File: src/rtl/mem_access_ctrl_pkg.sv
`default_nettype none
// +----------------------------------------------------------------------------+
// | Module      : mem_access_ctrl_pkg                                          |
// | Description : Shared widths, state encoding and address helper for the     |
// |               memory-stage to 16-bit SRAM sequencing controller.           |
// | Revision    : 1.0 - initial release                                        |
// +----------------------------------------------------------------------------+
package mem_access_ctrl_pkg;

  localparam int ADDRESS_LEN       = 32;
  localparam int WORD_LEN          = 32;
  localparam int SRAM_DATA_LEN     = 16;
  localparam int SRAM_ADDR_LEN_DEF = 18;

  // IDLE -> LO -> HI -> DONE -> IDLE
  typedef enum logic [1:0] {
    ST_IDLE = 2'd0,
    ST_LO   = 2'd1,
    ST_HI   = 2'd2,
    ST_DONE = 2'd3
  } state_t;

  // Byte address relative to the SRAM window, converted to a 32-bit word index.
  // Callers truncate the result to the SRAM word width (modulo wrap).
  function automatic logic [ADDRESS_LEN-1:0] word_index(
    input logic [ADDRESS_LEN-1:0] byte_addr,
    input logic [ADDRESS_LEN-1:0] base_addr
  );
    return (byte_addr - base_addr) >> 2;
  endfunction

endpackage
`default_nettype wire

File: src/rtl/mem_access_ctrl_wait_counter.sv
`default_nettype none
// +----------------------------------------------------------------------------+
// | Module      : mem_wait_counter                                             |
// | Description : 4-bit wait-state counter for one SRAM half-access.           |
// |               clr has priority over en; tc flags count == WAIT_CYCLES-1.   |
// | Ports       : clk, rst (async, active-low), clr, en -> tc                  |
// | Revision    : 1.0 - initial release                                        |
// +----------------------------------------------------------------------------+
module mem_wait_counter #(
  parameter int WAIT_CYCLES = 3
) (
  input  logic clk,
  input  logic rst,
  input  logic clr,
  input  logic en,
  output logic tc
);

  logic [3:0] count;

  always_ff @(posedge clk or negedge rst) begin
    if (!rst) begin
      count <= 4'd0;
    end else if (clr) begin
      count <= 4'd0;
    end else if (en) begin
      count <= count + 4'd1;
    end
  end

  assign tc = (count == 4'(WAIT_CYCLES - 1));

endmodule
`default_nettype wire

File: src/rtl/mem_access_ctrl.sv
`default_nettype none
// +----------------------------------------------------------------------------+
// | Module      : mem_access_ctrl                                              |
// | Description : Splits 32-bit memory-stage reads/writes into two 16-bit      |
// |               SRAM accesses (low half then high half), each lasting        |
// |               WAIT_CYCLES cycles; ready low freezes the pipeline.          |
// | Ports       : clk, rst (async, active-low)                                 |
// |               MEM_R_EN, MEM_W_EN, ALU_Res, Val_Rm  - request side          |
// |               rdata, ready                         - response side         |
// |               sram_addr, sram_dq_out, sram_dq_in,                          |
// |               sram_dq_oe, sram_we_n                - SRAM pins             |
// | Config      : MEM_CTRL_POSTED_WRITE_EN - writes release the pipeline in    |
// |               the accepting cycle and complete in the background.          |
// | Revision    : 1.0 - initial release                                        |
// +----------------------------------------------------------------------------+
module mem_access_ctrl
  import mem_access_ctrl_pkg::*;
#(
  parameter int                     WAIT_CYCLES   = 3,
  parameter logic [ADDRESS_LEN-1:0] BASE_ADDR     = 32'd1024,
  parameter int                     SRAM_ADDR_LEN = SRAM_ADDR_LEN_DEF
) (
  input  logic                     clk,
  input  logic                     rst,
  input  logic                     MEM_R_EN,
  input  logic                     MEM_W_EN,
  input  logic [ADDRESS_LEN-1:0]   ALU_Res,
  input  logic [WORD_LEN-1:0]      Val_Rm,
  output logic [WORD_LEN-1:0]      rdata,
  output logic                     ready,
  output logic [SRAM_ADDR_LEN-1:0] sram_addr,
  output logic [SRAM_DATA_LEN-1:0] sram_dq_out,
  input  logic [SRAM_DATA_LEN-1:0] sram_dq_in,
  output logic                     sram_dq_oe,
  output logic                     sram_we_n
);

  state_t                   state, state_nxt;
  logic [SRAM_ADDR_LEN-2:0] word_q;
  logic [WORD_LEN-1:0]      wdata_q;
  logic                     is_wr_q;
  logic                     req;
  logic                     in_phase;
  logic                     cnt_clr, cnt_en, cnt_tc;
`ifdef MEM_CTRL_POSTED_WRITE_EN
  logic                     posted_q;
`endif

  assign req      = MEM_R_EN | MEM_W_EN;
  assign in_phase = (state == ST_LO) || (state == ST_HI);

  mem_wait_counter #(
    .WAIT_CYCLES(WAIT_CYCLES)
  ) u_wait_counter (
    .clk(clk),
    .rst(rst),
    .clr(cnt_clr),
    .en (cnt_en),
    .tc (cnt_tc)
  );

  always_ff @(posedge clk or negedge rst) begin
    if (!rst) begin
      state   <= ST_IDLE;
      word_q  <= '0;
      wdata_q <= '0;
      is_wr_q <= 1'b0;
      rdata   <= '0;
`ifdef MEM_CTRL_POSTED_WRITE_EN
      posted_q <= 1'b0;
`endif
    end else begin
      state <= state_nxt;
      if (state == ST_IDLE && req) begin
        word_q  <= (SRAM_ADDR_LEN-1)'(word_index(ALU_Res, BASE_ADDR));
        wdata_q <= Val_Rm;
        is_wr_q <= MEM_W_EN;  // write wins when both enables are high
`ifdef MEM_CTRL_POSTED_WRITE_EN
        posted_q <= MEM_W_EN;
`endif
      end
      // Each half is sampled on the final (hold) cycle of its phase.
      if (!is_wr_q && cnt_tc) begin
        if (state == ST_LO) rdata[15:0]  <= sram_dq_in;
        if (state == ST_HI) rdata[31:16] <= sram_dq_in;
      end
    end
  end

  always_comb begin
    state_nxt = state;
    cnt_clr   = 1'b1;
    cnt_en    = 1'b0;
    ready     = 1'b0;
    case (state)
      ST_IDLE: if (req) state_nxt = ST_LO;
      ST_LO: begin
        cnt_en  = 1'b1;
        cnt_clr = cnt_tc;  // restart the count for the next phase
        if (cnt_tc) state_nxt = ST_HI;
      end
      ST_HI: begin
        cnt_en  = 1'b1;
        cnt_clr = cnt_tc;
        if (cnt_tc) state_nxt = ST_DONE;
      end
      ST_DONE: state_nxt = ST_IDLE;
      default: state_nxt = ST_IDLE;
    endcase

`ifdef MEM_CTRL_POSTED_WRITE_EN
    // A posted write frees the pipeline immediately; any request arriving
    // before it drains waits and is accepted from IDLE afterwards.
    case (state)
      ST_IDLE: ready = !req || MEM_W_EN;
      ST_DONE: ready = posted_q ? !req : 1'b1;
      default: ready = posted_q && !req;
    endcase
`else
    ready = ((state == ST_IDLE) && !req) || (state == ST_DONE);
`endif
  end

  // Pin drive decoded from state; the last cycle of a write phase keeps
  // address/data stable with the strobe released.
  assign sram_addr   = in_phase ? {word_q, (state == ST_HI)} : '0;
  assign sram_dq_out = (in_phase && is_wr_q) ?
                       ((state == ST_HI) ? wdata_q[31:16] : wdata_q[15:0]) : '0;
  assign sram_dq_oe  = in_phase && is_wr_q;
  assign sram_we_n   = !(in_phase && is_wr_q && !cnt_tc);

endmodule
`default_nettype wire

File: config.mk
export PLATFORM = sky130hd
export DESIGN_NAME = mem_access_ctrl
export DESIGN_NICKNAME = d
export VERILOG_FILES = /design/src/rtl/mem_access_ctrl_pkg.sv /design/src/rtl/mem_access_ctrl_wait_counter.sv /design/src/rtl/mem_access_ctrl.sv
export SDC_FILE = /design/constraint.sdc
export NUM_CORES = 1
export LEC_CHECK = 0
export CORE_ASPECT_RATIO = 1.75
export CORE_UTILIZATION = 44
export DETAILED_ROUTE_END_ITERATION = 8
export PLACE_DENSITY = 0.81
export SLEW_MARGIN = 20
export SYNTH_ARGS = -nofsm -noshare
export SYNTH_HDL_FRONTEND = slang
export SYNTH_SLANG_ARGS = --single-unit
File: constraint.sdc
create_clock -name clk -period 2.49 [get_ports clk]
set_clock_uncertainty 0.2 [all_clocks]
set_input_delay 0.3735 -clock clk [delete_from_list [all_inputs] [get_ports clk]]
set_output_delay 0.3735 -clock clk [all_outputs]
set_load 0.005 [all_outputs]
# Word-level counts from Yosys, hierarchy flattened
# Index checks and enable logic that the tools add are counted.
# word_totals
ff_bits	88
in_bits	84
out_inout_bits	69
elab_cells	45
# classes
addsub	2
eq_ne	7
mux	11
n_bitwise	1
reduce_logical	17
# ops
operator	count
$mux W16	2
$sub A19 B11 Y19 const B	1
$mux W18	1
$mux W4	2
$pmux W2 S4	1
$mux W2	3
$ne A2 B2 Y1 const B	3
$logic_and A1 B1 Y1	5
$add A4 B1 Y4 const B	1
$eq A2 B2 Y1 const B	2
$eq A4 B2 Y1 const B	1
$logic_not A1 Y1	4
$reduce_and A2 Y1	2
$reduce_and A3 Y1	1
$eq A2 B1 Y1 const B	1
$logic_not A2 Y1	1
$logic_or A1 B1 Y1	2
$mux W1	2
$reduce_bool A2 Y1	1
$reduce_or A2 Y1	1
$or A1 B1 Y1	1

# Longest topological paths before layout
# Gate-level depths: netlist of the first run.
# depth
word_depth	5
ltp_mapped	7
mapped_depth_nobuf	5

# Cells and area by module
# A second synthesis of the first run with hierarchy kept.
# unflattened
hier_cells	387
area_unflattened_um2	3922.5
# by_module_without_submodules
mod	n_inst	cells_per_inst	area_each_um2	seq_area_each_um2
mem_access_ctrl	1	367	3701.0	2102.0
mem_wait_counter	1	20	221.5	100.1

# Worst setup path after synthesis of the first run
# Ideal clock, no wire load.
# synth_path
path_type	register -> output
startpoint	register state[0]
endpoint	output port sram_dq_out[10]
arrival_time_ns	1.421
t_required_ns	1.917
slack_ns	0.495
stages_incl_launch_ff	7
n_path_buf	2
cell_sequence	dfrtp_1 > inv_1 > ha_1 > buf_2 > buf_2 > mux2i_1 > nor2_1
# synth_between
elab_chain_len	4
word_cells_on_any_way	6
cone_classes	2 x eq/ne; 2 x mux; 2 x reduce/logical
# synth_rtl
element	line	text
start: declaration	mem_access_ctrl.sv:38	state_t state, state_nxt;
start signal: assignment	mem_access_ctrl.sv:73	state <= state_nxt;
$eq A2 B1 Y1 / $eq A2 B2 Y1 (equally long branches)	mem_access_ctrl.sv:50, mem_access_ctrl.sv:128	
$logic_or A1 B1 Y1	mem_access_ctrl.sv:50	assign in_phase = (state == ST_LO) || (state == ST_HI);
$logic_and A1 B1 Y1	mem_access_ctrl.sv:127	assign sram_dq_out = (in_phase && is_wr_q) ?
$mux W16 *	mem_access_ctrl.sv:127	
end: declaration	mem_access_ctrl.sv:32	output logic [SRAM_DATA_LEN-1:0] sram_dq_out,
# Mark *: on every way between the ends. The rest lies on a longest branch, timed or not.

# Worst setup path after layout of the first run
# layout_path
startpoint	register state[1]
endpoint	output port sram_addr[12]
# layout_between
elab_chain_len	3
word_cells_on_any_way	4
cone_classes	2 x eq/ne; 1 x mux; 1 x reduce/logical
# layout_rtl
element	line	text
$eq A2 B1 Y1 / $eq A2 B2 Y1 (equally long branches)	mem_access_ctrl.sv:50	
$logic_or A1 B1 Y1 *	mem_access_ctrl.sv:50	
$mux W18 *	mem_access_ctrl.sv:126	assign sram_addr = in_phase ? {word_q, (state == ST_HI)} : '0;
end: declaration	mem_access_ctrl.sv:31	output logic [SRAM_ADDR_LEN-1:0] sram_addr,
# Marks and branches as above.

==> results.sh, run 1 <==
export IMPL_stdcell_area_um2=5911
export IMPL_mostFrequentLayoutCells="nand2_1, clkdlybuf4s50_1, dfrtp_1"
export IMPL_num_rows=45
export IMPL_htreeDepth=3
export IMPL_cp_cell_sequence="inv_2 -> ha_4 -> buf_8 -> and2_1 -> clkdlybuf4s50_1"
export IMPL_start_util_pct=45.30
export IMPL_synthArstFlopShare_pct=100.0
export IMPL_setup_ws_ns=0.08419
export IMPL_critical_path_class="reg2out"
export IMPL_ir_drop_mv=0.6127
export IMPL_critPathBufInv=3
export IMPL_drv_slew=0
export IMPL_crit_fanout=21
export IMPL_fin_crit_sh_pct=96.62
export IMPL_critPathSlowestCell="clkdlybuf4s50_1"
export IMPL_hold_end="wdata_q[15]$_DFFE_PN0P_"
export IMPL_fin_cells=658
export IMPL_die_x_um=73.19
export IMPL_grt_pass1_vias=3323
export IMPL_synthesis_nets=473
export IMPL_setup_viol=0
export IMPL_post_route_util_pct=68.61
export IMPL_placed_area_um2=5480
export IMPL_drc=0
export IMPL_tightest_slew_ns=0.6766
export IMPL_grt_pass1_wl_mm=14.68
export IMPL_hold_path_depth=2
export IMPL_nets=627
export IMPL_worst_path_largest_cell_delay_ns=0.52
export IMPL_grt_antenna_before_repair=0
export IMPL_yosysSeqAreaShare_pct=56.43
export IMPL_synth_area_per_cell_um2=10.22
export IMPL_clk_latency_ns=0.33
export IMPL_firstDrtPassIters=4
export IMPL_dieArea_um2=9265
export IMPL_synth_distinct_cells=34
export IMPL_dpl_hpwl_mm=6.110
export IMPL_grt_overflow=0
export IMPL_period_needed_ns=2.406
export IMPL_first_iter_violations=88
export IMPL_cts_max_path_buffers=2
export IMPL_diodes=0
export IMPL_worstHoldStart="wdata_q[15]$_DFFE_PN0P_"
export IMPL_wirelength_mm=8.744
export IMPL_die_h_um=126.6
export IMPL_routabilityCongestion=0.7587
export IMPL_reg2reg_depth=6
export IMPL_arrival_ns=1.83
export IMPL_status="finished clean"
export IMPL_maxCapViolations=0
export IMPL_root_buffer="clkbuf_16"
export IMPL_synth_seq_cells=88
export IMPL_cp_end_kind="output pin"
export IMPL_r2r_slack_ns=0.52
export IMPL_vias_per_cell=4.828
export IMPL_synthCells=382
export IMPL_layout_commonest_cell="nand2_1"
export IMPL_p_leak_nw=2.768
export IMPL_synth_edf_count=0
export IMPL_yosysTopAreaCellShare_pct=56.43
export IMPL_relSlewSlack_pct=54.89
export IMPL_worst_ep_required_time_ns=1.92
export IMPL_clkSlewWorstSetupHoldPaths_ns=0.06
export IMPL_fmax_ghz=0.4157
export IMPL_numPortBuffers=137
export IMPL_vias=3177
export IMPL_wl_per_cell_um=13.29
export IMPL_powerDensity_nw_per_um2=1248
export IMPL_synth_top_area_cell="dfrtp_1"
export IMPL_crit_family="buffers and inverters"
export IMPL_start_kind="flip-flop"
export IMPL_clkSinkCount=88
export IMPL_synth_flop_cell="dfrtp_1"
export IMPL_numCtsBuffers=9
export IMPL_drive_gt1_share_pct=15.53
export IMPL_worstReg2RegStart="u_wait_counter.count[0]$_DFFE_PN0P_"
export IMPL_area_growth_pct=51.46
export IMPL_holdCritPathClass="reg2reg"
export IMPL_syn_area_um2=3902
export IMPL_dp_cells=629
export IMPL_coreArea_um2=8615
export IMPL_yosys_warnings=0
export IMPL_io_pins=153
export IMPL_pre_cts_ws_ns=0.1541
export IMPL_synth_area_leaders="dfrtp_1, nand2_1, mux2_2, mux2i_1, and2_1"
export IMPL_ant_nets=0
export IMPL_grt_max_degree=54
export IMPL_reg2reg_to="rdata[5]$_DFFE_PN0P_"
export IMPL_cts_tree="yes"
export IMPL_hold_viol_final=0
export IMPL_track_usage_pct=20.55
-- cell type report --
class	instances	area, um2
Fill cell	691	2704
Sequential cell	88	2202
Multi-Input combinational cell	270	1639
Timing Repair Buffer	160	1590
Clock buffer	10	239.0
Tap cell	117	146.4
Clock inverter	6	67.56
Inverter	7	26.28
-- cell families after synthesis --
logic type	synth area share, %
and+or+nand+nor	21.29
DFF	56.43
muxes	13.63
buffers and inverters	2.565
AOI/OAI and AO/OA	2.725
adders and majority gates	2.244
xor gates and xnor gates	1.122
-- where the power goes --
group          total [mW]  switching, mW  internal [mW]
clock network        1.35          0.546          0.808
logic                3.54           1.45           2.08
registers            2.49          0.354           2.13
total                7.38           2.35           5.03
-- what timing repair did --
| action | in CTS | in global routing |
|---|---|---|
| setup buffers | 8 | 4 |
| gates cloned | 0 | 0 |
| endpoints found under the hold margin | 52 | 0 |
| gates resized for setup | 21 | 7 |
| pin swaps | 0 | 0 |
| endpoints found under the setup margin | 35 | 23 |
| hold buffers | 1 | 0 |
-- cells in the mapped netlist, drive strengths merged (4+ instances only) --
cell type / instances
buf: 8
dfrtp: 88
ha: 7
nand3: 4
nor2: 24
inv: 7
xnor2: 5
mux2: 33
and2: 18
o21ai: 6
nand2: 134
clkbuf: 9
mux2i: 16
or4: 5
-- worst max path at each step --
stage / startpoint / endpoint / cells after the start
after floorplan: state[0]$_DFFE_PN0P_ / sram_dq_out[10] / 6
after global placement: ALU_Res[13] / word_q[16]$_DFFE_PN0P_ / 4
after detailed placement: ALU_Res[13] / word_q[14]$_DFFE_PN0P_ / 4
after CTS: state[1]$_DFFE_PN0P_ / sram_addr[16] / 5
after global routing: state[1]$_DFFE_PN0P_ / sram_addr[8] / 5
final: state[1]$_DFFE_PN0P_ / sram_addr[12] / 5
-- flip-flops by register name, summed over array words and instances, names as in the netlist --
register / count
wdata_q: 32
state: 2
rdata: 32
word_q: 17
u_wait_counter.count: 4
is_wr_q: 1
-- metrics by stage --
stage,hold slack [ns],TNS (ns),power [mW]
after floorplan,-0.1221,0,4.054
after global placement,0.2510,0,5.758
after detailed placement,0.2564,0,5.876
after CTS,0.2751,0,7.301
after global routing,0.2905,-0.001852,7.939
final,0.2721,0,7.378
-- worst min-delay path, stage by stage (launching register included) --
cell,delay (ns)
dfrtp_1,0.34
nand2_1,0.05
nand2_1,0.05
-- metal layers --
metal	GRT usage [%]	up-vias	routed length, um
li1	-	1545	-
met4	9.343	0	195
met2	35.24	105	4556
met5	0	-	0
met1	23.80	1510	3542
met3	4.766	17	449
(Power assumes the default switching activity.)
==> run 2, diff against run 1 <==
--- a/config.mk
+++ b/config.mk
@@ -8,7 +8,7 @@
 export CORE_ASPECT_RATIO = 1.75
 export CORE_UTILIZATION = 44
 export DETAILED_ROUTE_END_ITERATION = 8
-export PLACE_DENSITY = 0.81
+export PLACE_DENSITY = 0.85
 export SLEW_MARGIN = 20
 export SYNTH_ARGS = -nofsm -noshare
 export SYNTH_HDL_FRONTEND = slang
==> results.sh, run 2 (synthesized netlist as in run 1, its figures left out) <==
export IMPL_grt_max_degree=54
export IMPL_root_buffer="clkbuf_16"
export IMPL_start_util_pct=45.30
export IMPL_track_usage_pct=20.81
export IMPL_dieArea_um2=9265
export IMPL_first_iter_violations=114
export IMPL_vias_per_cell=4.899
export IMPL_holdCritPathClass="reg2reg"
export IMPL_start_kind="flip-flop"
export IMPL_htreeDepth=3
export IMPL_fin_crit_sh_pct=97.50
export IMPL_grt_pass1_wl_mm=14.74
export IMPL_cts_tree="yes"
export IMPL_setup_viol=0
export IMPL_numCtsBuffers=9
export IMPL_clock_power_share_pct=19.2
export IMPL_combPwrFrac_pct=47.2
export IMPL_firstDrtPassIters=4
export IMPL_switching_share_pct=31.68
export IMPL_critical_path_class="reg2out"
export IMPL_routabilityCongestion=0.7360
export IMPL_ir_drop_mv=0.6302
export IMPL_grt_overflow=0
export IMPL_ant_nets=0
export IMPL_tightest_slew_ns=0.5572
export IMPL_arrival_ns=1.85
export IMPL_power_total_mw=7.441
export IMPL_internal_power_mw=5.084
export IMPL_cp_cell_sequence="inv_2 -> ha_4 -> buf_12 -> and2_1 -> clkdlybuf4s50_1"
export IMPL_area_growth_pct=50.53
export IMPL_clkSinkCount=88
export IMPL_vias=3194
export IMPL_diodes=0
export IMPL_worstHoldStart="word_q[6]$_DFFE_PN0P_"
export IMPL_powerDensity_nw_per_um2=1267
export IMPL_drv_slew=0
export IMPL_drc=0
export IMPL_p_sw_mw=2.357
export IMPL_dpl_hpwl_mm=6.455
export IMPL_crit_fanout=21
export IMPL_wl_per_cell_um=13.77
export IMPL_wirelength_mm=8.980
export IMPL_rsz0062_at_grt="false"
export IMPL_nets=621
export IMPL_io_pins=153
export IMPL_die_x_um=73.19
export IMPL_hold_path_depth=2
export IMPL_top_regs="rdata (32), wdata_q (32), word_q (17)"
export IMPL_p_leak_nw=2.730
export IMPL_grt_antenna_before_repair=0
export IMPL_num_rows=45
export IMPL_hold_viol_final=0
export IMPL_cp_end_kind="output pin"
export IMPL_clkSlewWorstSetupHoldPaths_ns=0.06
export IMPL_fmax_ghz=0.4119
export IMPL_critPathSlowestCell="clkdlybuf4s50_1"
export IMPL_layout_commonest_cell="nand2_1"
export IMPL_die_h_um=126.6
export IMPL_status="finished clean"
export IMPL_period_needed_ns=2.428
export IMPL_grt_pass1_vias=3266
export IMPL_final_setup_tns_ns=0
export IMPL_maxCapViolations=0
export IMPL_mostFrequentLayoutCells="nand2_1, clkdlybuf4s50_1, dfrtp_1"
export IMPL_worst_ep_required_time_ns=1.92
export IMPL_numPortBuffers=137
export IMPL_clk_latency_ns=0.33
export IMPL_relSlewSlack_pct=62.85
export IMPL_worstReg2RegStart="u_wait_counter.count[0]$_DFFE_PN0P_"
export IMPL_cp_startpoint="state[1]$_DFFE_PN0P_"
export IMPL_reg2reg_depth=6
export IMPL_coreArea_um2=8615
export IMPL_seq_power_share_pct=33.6
export IMPL_worst_path_largest_cell_delay_ns=0.50
export IMPL_cts_max_path_buffers=2
export IMPL_drive_gt1_share_pct=14.58
==> run 2: worst paths after layout <==
path | to | slack (ns)
worst min-delay path | word_q[6]$_DFFE_PN0P_ | 0.27
worst min register to register | word_q[6]$_DFFE_PN0P_ | 0.27
max in group asynchronous | wdata_q[18]$_DFFE_PN0P_ | 1.06
worst max register to register | rdata[19]$_DFFE_PN0P_ | 0.50
worst max-delay path | sram_addr[15] | 0.06
min in group asynchronous | rdata[10]$_DFFE_PN0P_ | 0.39
==> run 2: cell type report <==
| class | count | area [um2] |
|---|---|---|
| inverter | 7 | 26.28 |
| sequential | 88 | 2202 |
| fill | 675 | 2740 |
| clock buffer | 11 | 242.7 |
| clock inverter | 5 | 80.08 |
| multi-input combinational | 270 | 1642 |
| timing repair buffer | 154 | 1535 |
| tap | 117 | 146.4 |
==> run 2: power by group through the flow <==
stage,Sequential [mW],Clock [mW],Combinational (mW)
floorplan,2.47,0,1.59
global placement,2.47,0,3.25
detailed placement,2.52,0,3.38
CTS,2.49,1.46,3.45
global route,2.58,1.52,3.86
finish,2.50,1.43,3.51
==> run 2: worst max-delay path: cells and delay by family (launching register included) <==
family | cells | cell delay (ns)
flip-flops | 1 | 0.38
adder cells (fa/ha/maj) | 1 | 0.29
buffers and inverters | 3 | 0.71
AND/OR/NAND/NOR | 1 | 0.14
==> run 2: layer usage <==
| metal | global-route usage (%) | wire (um) | vias up |
|---|---|---|---|
| li1 | - | - | 1541 |
| met4 | 9.343 | 242 | 0 |
| met1 | 23.94 | 3614 | 1517 |
| met3 | 4.607 | 452 | 17 |
| met5 | 0 | 0 | - |
| met2 | 36.06 | 4672 | 119 |
==> run 2: repair_timing <==
action                                  CTS  global route
hold buffers                              1             0
buffers inserted                          3             3
endpoints found under the hold margin    42             0
endpoints found under the setup margin   36            18
pin swaps                                 1             0
resized for setup                        24             5
gates cloned                              0             0
==> run 2: stage by stage <==
stage                     cells  area, um2  setup slack (ns)  hold slack, ns  utilization, %
after floorplan             382       3902            0.4954         -0.1221               -
after global placement      629       5468            0.1662          0.1912           63.47
after detailed placement    629       5468            0.1229          0.1989           63.47
after CTS                   649       5838           0.01429          0.2704           67.77
after global routing        652       5874          0.003986          0.2938           68.19
final                       652       5874           0.06237          0.2682           68.19
